`config.mk`:
```
export PLATFORM = sky130hd
export DESIGN_NAME = alu_mul_iter
export DESIGN_NICKNAME = d
export VERILOG_FILES = /design/src/rtl/alu_mul_iter.sv
export SDC_FILE = /design/constraint.sdc
export NUM_CORES = 2
export LEC_CHECK = 0
export ABC_AREA = 1
export CORE_ASPECT_RATIO = 1.25
export CORE_UTILIZATION = 50
export CTS_BUF_LIST = sky130_fd_sc_hd__clkbuf_4 sky130_fd_sc_hd__clkbuf_8
export CTS_CLUSTER_DIAMETER = 40
export CTS_CLUSTER_SIZE = 8
export DETAILED_ROUTE_END_ITERATION = 16
export HOLD_SLACK_MARGIN = 0.03
export PLACE_DENSITY_LB_ADDON = 0.12
export SLEW_MARGIN = 20
export SYNTH_ARGS = -nofsm -noshare
export SYNTH_HDL_FRONTEND = slang
export SYNTH_SLANG_ARGS = --single-unit
```
`constraint.sdc`:
```
create_clock -name clk -period 5 [get_ports clk]
set_input_delay 0.75 -clock clk [delete_from_list [all_inputs] [get_ports clk]]
set_output_delay 0.75 -clock clk [all_outputs]
set_load 0.1 [all_outputs]
```
`src/rtl/alu_mul_iter.sv`:
```
// alu_mul_iter: iterative XLEN x XLEN -> 2*XLEN multiplier, STEP multiplier bits per CALC cycle
//   Optional build macro ALU_MUL_EARLY_EXIT_EN: leave CALC as soon as the remaining multiplier is zero.
//   Ports:
//     clk, rst            clock, synchronous active-high reset
//     flush_i             cancel any operation, return to IDLE next edge
//     mul_valid_i/_ready_o request handshake (ready only in IDLE with flush_i low)
//     rs1/rs2_signed_i    per-operand two's complement flags
//     rs1_data_i          multiplicand, rs2_data_i multiplier
//     out_valid_o/ready_i result handshake
//     mul_out_o           full 2*XLEN product, held until the next result
module alu_mul_iter #(
    parameter int XLEN = 64,
    parameter int STEP = 2
) (
    input  logic              clk,
    input  logic              rst,
    input  logic              flush_i,
    input  logic              mul_valid_i,
    output logic              mul_ready_o,
    input  logic              rs1_signed_i,
    input  logic              rs2_signed_i,
    input  logic [XLEN-1:0]   rs1_data_i,
    input  logic [XLEN-1:0]   rs2_data_i,
    output logic              out_valid_o,
    input  logic              out_ready_i,
    output logic [2*XLEN-1:0] mul_out_o
);
    localparam int N  = XLEN / STEP;
    localparam int CW = $clog2(N + 1);

    typedef enum logic [1:0] {IDLE, CALC, FIX, DONE} state_t;

    state_t              state, state_nxt;
    logic [2*XLEN-1:0]   acc, mcand, partial;
    logic [XLEN-1:0]     mplier, mplier_nxt, rs1_mag, rs2_mag;
    logic [CW-1:0]       cnt;
    logic                neg, rs1_neg, rs2_neg, accept, last, calc_done;

    always_comb begin
        rs1_neg    = rs1_signed_i && rs1_data_i[XLEN-1];
        rs2_neg    = rs2_signed_i && rs2_data_i[XLEN-1];
        rs1_mag    = rs1_neg ? -rs1_data_i : rs1_data_i;
        rs2_mag    = rs2_neg ? -rs2_data_i : rs2_data_i;
        accept     = mul_valid_i && mul_ready_o;
        // mcand is pre-shifted each cycle, so the partial product needs no extra shift
        partial    = mcand * {{(2*XLEN-STEP){1'b0}}, mplier[STEP-1:0]};
        mplier_nxt = mplier >> STEP;
        last       = cnt == CW'(N - 1);
`ifdef ALU_MUL_EARLY_EXIT_EN
        calc_done  = last || (mplier_nxt == '0);
`else
        calc_done  = last;
`endif
    end

    always_ff @(posedge clk) begin
        if (rst || flush_i) state <= IDLE;
        else                state <= state_nxt;
    end

    always_comb begin
        state_nxt = state;
        case (state)
            IDLE:    state_nxt = accept ? CALC : IDLE;
            CALC:    state_nxt = calc_done ? FIX : CALC;
            FIX:     state_nxt = DONE;
            default: state_nxt = out_ready_i ? IDLE : DONE;
        endcase
    end

    always_comb begin
        mul_ready_o = (state == IDLE) && !flush_i;
        out_valid_o = state == DONE;
    end

    always_ff @(posedge clk) begin
        if (rst) begin
            acc       <= '0;
            mcand     <= '0;
            mplier    <= '0;
            cnt       <= '0;
            neg       <= 1'b0;
            mul_out_o <= '0;
        end else if (!flush_i) begin
            if (accept) begin
                acc    <= '0;
                mcand  <= {{XLEN{1'b0}}, rs1_mag};
                mplier <= rs2_mag;
                cnt    <= '0;
                neg    <= rs1_neg ^ rs2_neg;
            end
            if (state == CALC) begin
                acc    <= acc + partial;
                mcand  <= mcand << STEP;
                mplier <= mplier_nxt;
                cnt    <= cnt + CW'(1);
            end
            if (state == FIX) mul_out_o <= neg ? -acc : acc;
        end
    end
endmodule
```
==> impl_metrics.ini <==
[run_status]
status = completed

[cts]
clock_sinks = 457
clk_path_buf_depth = 3
cts-resized-gates = 0
clock_latency_ns = 0.78
cts_hold_repair.buffers = 0
cts_made_buffers = 89
htreeDepth = 3
cts_tree = done
post_cts_buffers = 0
clk_pin_slew_worst_paths_ns = 0.07
clockRootBuffer = clkbuf_8

[worst_setup_path]
end_kind = register
startpoint_type = register
arrival_ns = 5.45
critPathRequiredTime_ns = 5.62
crit_fanout = 47
path_class = register to register
cpMostUsedCell = nand2_1
max_stage_delay_ns = 0.77
critical_path.cell_chain = buf_4 > nand2_1 > fa_1 > inv_1 > ha_1 > nand2_1 > nor2_1 > inv_1 > nor2_1 > nand2_1 > nand2_1 > inv_1 > nand2_1 > nand3_1 > nand2_1 > nand2_1 > nand3_1 > a21oi_1
slowest_stage = dfxtp_4

[drt]
wl_met3_mm = 17.8
ant_nets = 0
firstDrtPassIters = 7
drt_iter0_drc = 5542
drc = 0
wl_mm = 213
met1_length_mm = 72.4
vias_per_cell = 5.56
via_count = 52100
wire_per_inst_um = 22.7
highest_layer = met5
met2_length_mm = 95.8

[floorplan]
initial_core_util_pct = 50.4
core_sq_um = 88500
die_h_um = 336
ioPinCount = 265
die_w_um = 269
die_area_sq_um = 90400
std_cell_rows = 122

[synthesis]
synth_edf_count = 0
synth_cells = 7955
synth_mux_area_share_pct = 0
synth_seq_cells = 457
synth_warnings = 0
synth_compound_area_share_pct = 12.3
synth_top_cell_area_share_pct = 22.9
ys.flop_type = dfxtp_1
ys_types = 57
synthesis.area_sq_um = 44600
yosysTopAreaCell = nand2_1
ys_async_sr_fraction_pct = 0
synthSimpleGateAreaFrac_pct = 40.8
synthTopCellsByArea = nand2_1 23%, dfxtp_1 21%, inv_1 12%
synthAdderAreaFrac_pct = 9.37
synth_xor_area_share_pct = 2.38
synth_top_family_by_area = simple AND/OR/NAND/NOR gates
ys_seq_area_share_pct = 20.5
syn_area_per_cell_sq_um = 5.61
synth_nets = 8348

[hold_path]
hp-class = input port to register

[pwr]
p_leak_nw = 26.3
p_per_area_nw_per_um2 = 180
vdd_ir_drop_max_mv = 0.261

[global_route]
overflow = 0
grt_pass1_wl_mm = 308
grt_util_all_layers_pct = 46.0
antenna_found_initial = 8
grt_max_degree = 231
grt_pass1_vias = 48900

[finish]
drive_gt1_share_pct = 4.38
finish.instance_area_sq_um = 50300
layout.nets = 8532
areaGrowthSynthToFinish_pct = 12.7

[placed_design]
dp_hpwl_mm = 169
routabilityCongestion = 1.19
placed_cell_area_sq_um = 48400
io_buffer_count = 264

[timing]
drv_slew = 0
fin_crit_sh_pct = 96.7
fmax_mhz = 207
worst_pin_slew_ns = 1.21
setup_viol = 0
relSlewSlack_pct = 19.6
finalHoldViolCount = 0
fin_crit_ns = 4.83
fin_worst_skew_ns = 0.0504
rsz0062_at_grt = no
setup_tns_ns = 0

[flow_run]
maxCapViolCount = 0
final timing paths:
check,startpoint,to,slack (ns),cells past startpoint
worst max-delay path,mplier[1],acc[101],0.17,18
worst min-delay path,rst,cnt[1],0.42,2
worst max register to register,mplier[1],acc[101],0.17,18
worst min register to register,acc[75],acc[75],0.47,2
logic make-up after synthesis:
family                   after synthesis
AO/OA/AOI/OAI                        979
XOR/XNOR                             121
adder cells (fa/ha/maj)              258
buffers and inverters               1720
flip-flops                           457
AND/OR/NAND/NOR                     4420
placed cells by master, fill, tap and decap left out, types with 7 or more instances in the layout:
master / instances
buf_4: 60
nor3_1: 70
inv_1: 1462
buf_12: 10
o21a_1: 34
nor2_1: 864
o211ai_1: 78
nand3_1: 475
o21bai_1: 25
clkbuf_8: 95
nor2_4: 10
ha_1: 131
xnor2_1: 7
a21boi_0: 13
nor4_1: 13
clkinv_2: 8
clkdlybuf4s50_1: 263
nand3b_1: 15
inv_2: 11
nand2_2: 21
clkbuf_4: 7
nor2_2: 19
o221ai_1: 24
or2_2: 50
o21ai_0: 229
nand2_1: 2727
o21ai_1: 26
xor2_1: 114
dfxtp_1: 454
a21oi_1: 519
clkinvlp_4: 11
nand4_1: 121
clkinv_4: 10
fa_1: 127
worst max-delay path: cells and delay by family (launching register included):
kind	cells	cell delay (ns)
AND/OR/NAND/NOR	11	2.39
flip-flops	1	0.77
adder cells (fa/ha/maj)	2	0.90
AO/OA/AOI/OAI	1	0.07
buffers and inverters	4	0.46
Yosys cell counts (24+ instances only):
| library cell | instances |
|---|---|
| nand2_1 | 2727 |
| inv_1 | 1463 |
| nor2_1 | 864 |
| a21oi_1 | 519 |
| nand3_1 | 475 |
| dfxtp_1 | 457 |
| o21ai_0 | 229 |
| clkbuf_1 | 160 |
| ha_1 | 131 |
| fa_1 | 127 |
| nand4_1 | 121 |
| xor2_1 | 114 |
| o211ai_1 | 78 |
| nor3_1 | 70 |
| buf_2 | 50 |
| or2_2 | 50 |
| o21a_1 | 34 |
| buf_1 | 28 |
| o21ai_1 | 26 |
| o21bai_1 | 25 |
| o221ai_1 | 24 |
area by class of cell:
class	instances	area (sq um)
Clock inverter	42	468
Sequential cell	457	9160
Multi-Input combinational cell	5778	29000
Timing Repair Buffer	334	3300
Inverter	1479	5560
Clock buffer	102	1360
Tap cell	1178	1470
Antenna cell	6	15.0
Fill cell	9360	38200
per-stage QoR:
stage	hold WS (ns)	power [mW]	utilization (%)	std cells	setup WS (ns)
after floorplan	0.440	4.55	-	7955	1.65
after global placement	0.452	4.99	54.7	9226	0.471
after detailed placement	0.455	5.00	54.7	9226	0.481
after CTS	0.401	9.00	56.8	9370	0.465
after global routing	0.437	9.32	56.8	9376	0.117
final	0.418	9.04	56.8	9376	0.166
registers in the layout, indices dropped and copies added, names as in the netlist:
register   count
acc          128
mcand        128
mul_out_o    128
mplier        64
cnt            6
state          2
neg            1
power breakdown:
group	internal, mW	total [mW]	leakage [nW]	switching (mW)
clock	2.12	4.08	0.912	1.96
combinational	0.378	1.18	21.7	0.804
sequential	3.70	3.78	3.69	0.0843
metal layers:
| metal | up-vias | global-route usage (%) |
|---|---|---|
| li1 | 24900 | - |
| met1 | 23600 | 46.8 |
| met2 | 2644 | 74.8 |
| met3 | 928 | 11.3 |
| met4 | 4 | 50.1 |
| met5 | - | 0 |
Note: power is estimated with default switching activity, not from simulation.
